==> src/rtl/hwpe_stream_streamer_req_fifo.sv <==
`default_nettype none
// ============================================================================
// Module      : hwpe_stream_streamer_req_fifo
// Description : Queues controller transfer requests and issues them to a
//               streamer one at a time, waiting for each done.
// Revision    : 1.0 - initial release
// ============================================================================

package hwpe_stream_streamer_req_fifo_pkg;

    typedef struct packed {
        logic [31:0] base_addr;
        logic [31:0] trans_size;
        logic [15:0] line_stride;
        logic [15:0] line_length;
        logic [15:0] feat_stride;
        logic [15:0] feat_length;
        logic [15:0] step;
    } ctrl_addressgen_t;

    typedef struct packed {
        logic             req_start;
        ctrl_addressgen_t addressgen_ctrl;
    } ctrl_sourcesink_t;

    typedef struct packed {
        logic ready_start;
        logic done;
        logic ready_fifo;
    } flags_sourcesink_t;

endpackage

module hwpe_stream_streamer_req_fifo
    import hwpe_stream_streamer_req_fifo_pkg::*;
#(
    parameter int unsigned DEPTH = 2
) (
    input  logic                     clk_i,
    input  logic                     rst_ni,
    input  logic                     test_mode_i,
    input  logic                     clear_i,
    input  ctrl_sourcesink_t         controller_ctrl_i,
    output flags_sourcesink_t        controller_flags_o,
    output ctrl_sourcesink_t         streamer_ctrl_o,
    input  flags_sourcesink_t        streamer_flags_i,
    output logic [$clog2(DEPTH):0]   pending_o,
    output logic                     idle_o
);

    localparam int unsigned PTR_W = $clog2(DEPTH);
    localparam int unsigned CNT_W = PTR_W + 1;

    typedef enum logic [0:0] {
        IDLE = 1'b0,
        BUSY = 1'b1
    } state_t;

    state_t             r_state;
    logic [PTR_W-1:0]   r_head;
    logic [PTR_W-1:0]   r_tail;
    logic [CNT_W-1:0]   r_count;
    ctrl_addressgen_t   r_mem [DEPTH];
    ctrl_addressgen_t   r_last;

    logic w_ready;
    logic w_push;
    logic w_issue;
    logic w_unused_test_mode;

    assign w_unused_test_mode = test_mode_i;

    // A clear cycle suppresses both sides so the flush wins unambiguously.
    assign w_ready = (r_count != CNT_W'(DEPTH));
    assign w_push  = controller_ctrl_i.req_start && w_ready && !clear_i;
    assign w_issue = (r_state == IDLE) && (r_count != '0) &&
                     streamer_flags_i.ready_start && !clear_i;

    always_ff @(posedge clk_i or negedge rst_ni) begin
        if (!rst_ni) begin
            r_state <= IDLE;
            r_head  <= '0;
            r_tail  <= '0;
            r_count <= '0;
            r_last  <= '0;
        end else if (clear_i) begin
            r_state <= IDLE;
            r_head  <= '0;
            r_tail  <= '0;
            r_count <= '0;
            r_last  <= '0;
        end else begin
            if (w_push) begin
                r_tail <= r_tail + PTR_W'(1);
            end
            if (w_issue) begin
                r_head  <= r_head + PTR_W'(1);
                r_last  <= r_mem[r_head];
                r_state <= BUSY;
            end else if ((r_state == BUSY) && streamer_flags_i.done) begin
                r_state <= IDLE;
            end
            case ({w_push, w_issue})
                2'b10:   r_count <= r_count + CNT_W'(1);
                2'b01:   r_count <= r_count - CNT_W'(1);
                default: r_count <= r_count;
            endcase
        end
    end

    // Entry storage carries no reset; entries are only read after being written.
    always_ff @(posedge clk_i) begin
        if (w_push) begin
            r_mem[r_tail] <= controller_ctrl_i.addressgen_ctrl;
        end
    end

    always_comb begin
        streamer_ctrl_o                 = controller_ctrl_i;
        streamer_ctrl_o.req_start       = w_issue;
        streamer_ctrl_o.addressgen_ctrl = w_issue ? r_mem[r_head] : r_last;

        controller_flags_o             = streamer_flags_i;
        controller_flags_o.ready_start = w_ready;
        controller_flags_o.done        = streamer_flags_i.done && (r_state == BUSY);
    end

    assign pending_o = r_count;
    assign idle_o    = (r_count == '0) && (r_state == IDLE);

endmodule

`default_nettype wire

==> config.mk <==
export PLATFORM = sky130hd
export DESIGN_NAME = hwpe_stream_streamer_req_fifo
export DESIGN_NICKNAME = d
export VERILOG_FILES = /design/src/rtl/hwpe_stream_streamer_req_fifo.sv
export SDC_FILE = /design/constraint.sdc
export NUM_CORES = 1
export LEC_CHECK = 0
export CORE_MARGIN = 2
export CORE_UTILIZATION = 30
export CTS_CLUSTER_DIAMETER = 100
export CTS_CLUSTER_SIZE = 12
export DETAILED_ROUTE_END_ITERATION = 8
export GPL_TIMING_DRIVEN = 1
export PLACE_DENSITY = 0.48
export SYNTH_ARGS = -nofsm -noshare
export SYNTH_HDL_FRONTEND = slang
export SYNTH_SLANG_ARGS = --single-unit
export TNS_END_PERCENT = 30
==> constraint.sdc <==
create_clock -name clk_i -period 19.2 [get_ports clk_i]
set_clock_uncertainty 0.05 [all_clocks]
set_input_delay 1.92 -clock clk_i [delete_from_list [all_inputs] [get_ports clk_i]]
set_output_delay 1.92 -clock clk_i [all_outputs]
set_load 0.02 [all_outputs]
## Word-level counts from Yosys, hierarchy flattened

Memory sizes are Yosys's and may differ from the RTL's.
Cells that the tools add are included.

- Bitwise logic cells: 1
- Equal/unequal tests: 3
- Multiplexer cells: 13
- Add/sub/neg operators: 4
- Reduce and logical (&&, ||, !) cells: 14

Operators with widths:

| kind | count |
|---|---|
| 2-to-1 mux 144 bit | 2 |
| 2-to-1 mux 1 bit | 9 |
| logical AND 1 bit | 7 |
| nonzero test 2 bit | 3 |
| nonzero test 3 bit | 2 |
| case mux 2 bit (2 select lines) | 1 |
| adder 1 bit (second input constant) | 2 |
| adder 2 x 1 -> 2 bit (second input constant) | 1 |
| equality test 2 x 1 -> 1 bit (second input constant) | 1 |
| equality test 2 bit (second input constant) | 1 |
| zero test 2 bit | 1 |
| 2-to-1 mux 2 bit | 1 |
| != test 2 bit (second input constant) | 1 |
| subtractor 2 x 1 -> 2 bit (second input constant) | 1 |
| zero test 1 bit | 1 |
| NOT 1 bit | 1 |

- Word-level logic and storage cells: 47
- Memories: 1
- Memory bits (writable): 288
- Flip-flop bits (word level): 149

Memories:

| memory | words | width | rd ports | clocked after memory_dff | wr ports | line | RTL |
|---|---|---|---|---|---|---|---|
| r_mem | 2 | 144 | 1 | 0 | 1 | 63 | `ctrl_addressgen_t r_mem [DEPTH];` |

## Longest topological paths before layout

Gate-level depths: netlist of the first run.

- Depth in word-level cells: 7
- Gate-level depth with buffers: 7

## Worst setup path before layout of the first run

No wires, ideal clock.

- Path type: input-to-reg
- Start: in clear_i
- End: mem r_mem[1][0] (netlist name) (enable)
- Path slack: 5550 ps
- Setup time: 854 ps
- Data arrival time: 12747 ps
- Stages: 3
- Path buffers: 2
- Cell sequence: buf_2 > clkbuf_1 > nor3b_1

- Longest elaborated chain between the ends: 4

RTL lines:

| what | line | RTL |
|---|---|---|
| start: declaration | 42 | `input logic clear_i,` |
| zero test 1 bit | 75 | `assign w_push = controller_ctrl_i.req_start && w_ready && !clear_i;` |
| logical AND 1 bit | 75 |  |
| 2-to-1 mux 1 bit | 113 | `if (w_push) begin` |
| 2-to-1 mux 1 bit (not written as such) | 114 | `r_mem[r_tail] <= controller_ctrl_i.addressgen_ctrl;` |
| end: declaration | 63 |  |

Every way passes these cells.

==> metrics.txt, run 1 <==
cell breakdown of the critical path clkdlybuf4s50_1, nand2b_1, nor3_4, buf_4, buf_4, a21oi_1, clkdlybuf4s50_1; initial antenna violation count 6; die area 60860 µm²; r2r startpoint r_head$_DFFE_PN0P_; Setup Viol. Count Final 0; CTS tree yes; Highest Clock Rate 133.3 MHz; CP endpoint streamer_ctrl_o[43]; Placed Instances 2129; Post-Place Worst Slack 11580 ps; status finished clean; Port Buffer Count 299; synthesized flop and latch total 437; Final Hold Fails 0; Setup Fix Bufs, Post-CTS 0; GR Overflow Total 0; core area 57920 µm²; Post-synth EDFFs 288; Critical path origin streamer_flags_i[2]; crit-path max FO 100; Bufs on Longest Clock Path 3; Clk Latency, worst-skew pair 560 ps; DRC errors left 0; Critical-path top delay cell buf_4; starting density of the core 30.51%; post-CTS sizing 0; Leak 7.569 nW; Most used DFF post-synth edfxtp_1; DPL Wire Length 26.11 mm; Post-Layout Inst Area 22410 µm²; H-Tree Depth 2; worst reg2reg endpoint r_last[49]$_DFF_PN0_; Synth Area in XOR/XNOR 0%; crit path time final 7501 ps; startpoint types primary input; Yosys Warn Count 0; worst-margin pin slew 1122 ps; Nets 1560; GP Congestion 0.7123; Setup CP Type primary input to primary output; boundary pin count 303; CTS Hold Bufs 0; setup TNS 0 ps; number of max-cap violations 0; max-slew violation count 0; Detailed Routing Iterations Pass 1 6; Simple-Gate Fraction of Synth Area 0.6868%; Critical Path RT 17230 ps; area growth from synthesis to layout 26.79%; chip width 246.7 µm; global-route wire length before repair 68.31 mm; worst hold margin 545.2 ps; Root Buffer Master clkbuf_16; largest family of logic cells by synthesized area compound AO/OA/AOI/OAI gates; antenna-violating nets left 0; final non-filler cell total 2207; compound-gate portion of the synthesized area 17.51%; Syn Inst Count 1145; Synth cell types 29; Synth async-reset ratio 34.10%; clock sinks 437; vias in the first global route 11000; setup repair after global routing missed its margin false; # rows 88; Crit. End Element primary output; largest net degree at the start of global routing 101; Final period util 39.07%; die height 246.7 µm; Synth Net Count 1297; 1st-iter DRT viols 428; Total Routing Usage GR 14.78%; adder-cell share of the synthesized area 0%; routed via count 10620; Seq/Total Area, Yosys 70.04%; setup slack, reg-to-reg 15610 ps; post-synthesis mux area share 8.214%; Final WS setup 11700 ps; mapped cell area 17670 µm²; Tot Pwr 2.137 mW; proportion of layout cells with a drive suffix above 1 13.47%; Syn Area/Cell 15.43 µm²; Worst Path Arrival 5530 ps; max_slew headroom 25.20%; final WL 45.58 mm; Vias per Instance 4.811; VDD IR-drop max 0.06376 mV; pwr dens 95.39 nW/µm²; fin util 38.69%; CP max stage delay 830 ps; Hold WC Path Type register to register; Worst-path clk slew 60 ps; DR WL/cell 20.65 µm; Reg2Reg Depth 4; DP Area 21190 µm²; CTS Buf Count 42
worst max-delay path, delay by kind of cell:
kind / cells / cell delay (ps)
AO/OA/AOI/OAI: 1 / 230
buffers and inverters: 4 / 2740
AND/OR/NAND/NOR: 2 / 520
cell type report:
type	count	area (µm²)
Clock buffer	74	1192
Clock inverter	2	17.52
Antenna cell	2	5.005
Sequential cell	437	12380
Multi-Input combinational cell	605	4692
Tap cell	765	957.2
Inverter	2	7.507
Fill cell	5522	35510
Timing Repair Buffer	320	3153
placed cells by master, fill, tap and decap left out:
master / n
a211oi_1: 84
edfxtp_1: 288
clkinv_4: 1
nand3_1: 1
mux2i_1: 145
dfrtp_1: 148
diode_2: 2
nor2_1: 3
a211oi_2: 60
dfrtp_4: 1
o21ai_0: 3
nor3b_4: 1
a31oi_1: 1
nor3_4: 1
nor2b_1: 2
a21oi_1: 230
a21oi_2: 60
and2_1: 1
buf_4: 21
a21o_1: 2
buf_6: 2
nand2_1: 3
clkbuf_16: 43
inv_1: 2
nor3b_2: 1
nand2b_1: 2
inv_6: 1
or3_1: 2
clkbuf_1: 31
nand4b_1: 1
or2_4: 1
clkdlybuf4s50_1: 297
nor3_2: 1
flip-flops by register name (all words and copies together) (netlist names):
register,count
r_last,144
r_tail,1
r_head,1
r_mem,288
r_state,1
pending_o,2
synth_stat cells (all sizes together), types with 2 or more instances:
cell type	count	share of area (%)
a211oi	144	7.8
a21o	2	0.085
a21oi	290	9.5
buf	86	3.2
clkbuf	15	0.32
dfrtp	149	21
edfxtp	288	49
inv	2	0.042
mux2i	145	8.2
nand2	3	0.064
nand2b	2	0.071
nor2	3	0.064
nor2b	2	0.071
nor3	2	0.085
nor3b	2	0.11
o21ai	3	0.085
or3	2	0.071
metal layers:
layer / GRT usage [%] / up-vias / wire [µm]
met5: 0 / - / 86
met4: 4.341 / 12 / 1011
met2: 23.69 / 237 / 21610
met3: 4.385 / 78 / 2967
li1: - / 4980 / -
met1: 19.35 / 5310 / 19910
kinds of logic (layout without fill, tap and decap cells):
logic type,Yosys count,count (layout)
AO/OA/AOI/OAI,440,440
buffers and inverters,103,398
other,0,2
flip-flops,437,437
multiplexers,145,145
AND/OR/NAND/NOR,20,20
report_power, final:
group	internal, mW	leakage (nW)	switching [mW]	total [mW]
Combinational	0.122	2.31	0.180	0.302
Clock	0.420	0.575	0.352	0.772
Sequential	1.05	4.68	0.0150	1.06
Total	1.59	7.57	0.547	2.14
worst min-delay path by stage:
stage / start / to / cells past startpoint
final: r_last[78]$_DFF_PN0_ / r_last[78]$_DFF_PN0_ / 2
after global routing: r_last[66]$_DFF_PN0_ / r_last[66]$_DFF_PN0_ / 2
after floorplan: r_state$_DFFE_PN0P_ / r_state$_DFFE_PN0P_ / 1
after global placement: r_tail$_DFFE_PN0P_ / r_tail$_DFFE_PN0P_ / 2
after CTS: r_tail$_DFFE_PN0P_ / r_tail$_DFFE_PN0P_ / 2
after detailed placement: r_tail$_DFFE_PN0P_ / r_tail$_DFFE_PN0P_ / 2
Power figures use the tool's default switching activity.
==> inputs of run 2 (changes only) <==
==> constraint.sdc (replaced) <==
create_clock -name clk_i -period 7.86 [get_ports clk_i]
set_clock_uncertainty 0.05 [all_clocks]
set_input_delay 0.786 -clock clk_i [delete_from_list [all_inputs] [get_ports clk_i]]
set_output_delay 0.786 -clock clk_i [all_outputs]
set_load 0.02 [all_outputs]
==> run 2 against run 1 <==
Cell area grew 0.17%. Worst hold slack lost 460 ps. Global-route usage is 0.14 points higher. Setup slack got worse by 8600 ps. Largest power group unchanged. Highest routed layer unchanged.
==> metrics.txt, run 2 (same netlist as run 1, synthesis figures left out) <==
status finished clean; setup TNS 0 ps; max-slew violation count 0; area growth from synthesis to layout 27.01%; DR WL/cell 20.79 µm; startpoint types register; worst-margin pin slew 1085 ps; setup repair after global routing missed its margin false; die height 246.7 µm; Bufs on Longest Clock Path 3; Final Hold Fails 0; Setup Fix Bufs, Post-CTS 0; initial antenna violation count 8; core area 57920 µm²; DPL Wire Length 26.01 mm; Setup Viol. Count Final 0; CTS Hold Bufs 0; Nets 1560; Post-Layout Inst Area 22440 µm²; proportion of layout cells with a drive suffix above 1 13.48%; antenna-violating nets left 0; boundary pin count 303; Detailed Routing Iterations Pass 1 4; DRC errors left 0; Placed Instances 2129; Final WS setup 3069 ps; Clk Latency, worst-skew pair 560 ps; max_slew headroom 27.68%; CTS tree yes; number of max-cap violations 0; 1st-iter DRT viols 525; DP Area 21230 µm²; largest net degree at the start of global routing 150; Largest Register r_mem; chip width 246.7 µm; Tot Pwr 5.217 mW; post-CTS sizing 0; buffers and inverters on the worst path 3; Final period util 60.96%; VDD IR-drop max 0.1461 mV; Post-Place Worst Slack 3127 ps; global-route wire length before repair 69.10 mm; Critical-path top delay cell dfrtp_4; Highest Clock Rate 208.7 MHz; Setup CP Type register to primary output; cell breakdown of the critical path buf_4, buf_4, mux2i_1, a21oi_1, clkdlybuf4s50_1; fin util 38.75%; crit-path most repeated cell buf_4; Hold WC Path Type primary input to async pin; worst hold margin 86.01 ps; GR Overflow Total 0; max FFs per register 288; clock sinks 437; Crit. End Element primary output; Root Buffer Master clkbuf_16; CP max stage delay 750 ps; starting density of the core 30.51%; # rows 88; final WL 45.83 mm; vias in the first global route 11010; Worst-path clk slew 70 ps; final non-filler cell total 2205; H-Tree Depth 2; crit path time final 4791 ps; die area 60860 µm²; Worst path top cell family by delay buffers and inverters; Port Buffer Count 299; CTS Buf Count 42; Critical Path RT 7020 ps; Total Routing Usage GR 14.92%; # fillers 5502; Worst Path Arrival 3960 ps; Leak 7.583 nW; routed via count 10650; most frequent cells in the layout 297 x clkdlybuf4s50_1, 288 x edfxtp_1, 230 x a21oi_1, 148 x dfrtp_1, 145 x mux2i_1; pwr dens 232.4 nW/µm²; GP Congestion 0.6942; Vias per Instance 4.830; commonest non-fill, non-tap cell in the layout clkdlybuf4s50_1; crit-path max FO 39
[run 2: per-layer routing]
metal	share of wire, %	vias up	track usage, %
met5	0.22	-	0
met2	46	229	23.44
met4	1.8	16	3.384
met1	45	5346	20.04
met3	7.2	68	4.884
li1	-	4992	-
[run 2: worst register-to-register path, cell delays in order, from the launching register on]
cell      delay, ps
dfrtp_4         750
buf_4           680
buf_4           730
mux2i_1         430
a211oi_1        130
[run 2: area by class of cell]
class / count / area [µm²] / share of cell area [%]
Tap cell: 765 / 957.2 / 4.265
Clock buffer: 73 / 1189 / 5.296
Multi-Input combinational cell: 605 / 4698 / 20.93
Inverter: 2 / 7.507 / 0.03345
Clock inverter: 2 / 17.52 / 0.07805
Antenna cell: 1 / 2.502 / 0.01115
Sequential cell: 437 / 12380 / 55.17
Timing Repair Buffer: 320 / 3191 / 14.22
[run 2: path summary, 6_finish.rpt]
path | depth (start not counted) | end | slack [ps] | startpoint
hold / removal | 1 | r_last[116]$_DFF_PN0_ | 90 | rst_ni
max in group asynchronous | 2 | r_last[31]$_DFF_PN0_ | 6400 | rst_ni
setup reg to reg | 4 | r_last[143]$_DFF_PN0_ | 4920 | r_head$_DFFE_PN0P_
hold reg to reg | 2 | r_last[105]$_DFF_PN0_ | 550 | r_last[105]$_DFF_PN0_
min in group clk_i | 2 | r_last[105]$_DFF_PN0_ | 550 | r_last[105]$_DFF_PN0_
setup / recovery | 5 | streamer_ctrl_o[24] | 3070 | r_head$_DFFE_PN0P_
[run 2: power breakdown]
group	internal, mW	switching [mW]
sequential	2.56	0.0318
clock	1.02	0.856
combinational	0.300	0.445
total	3.88	1.33
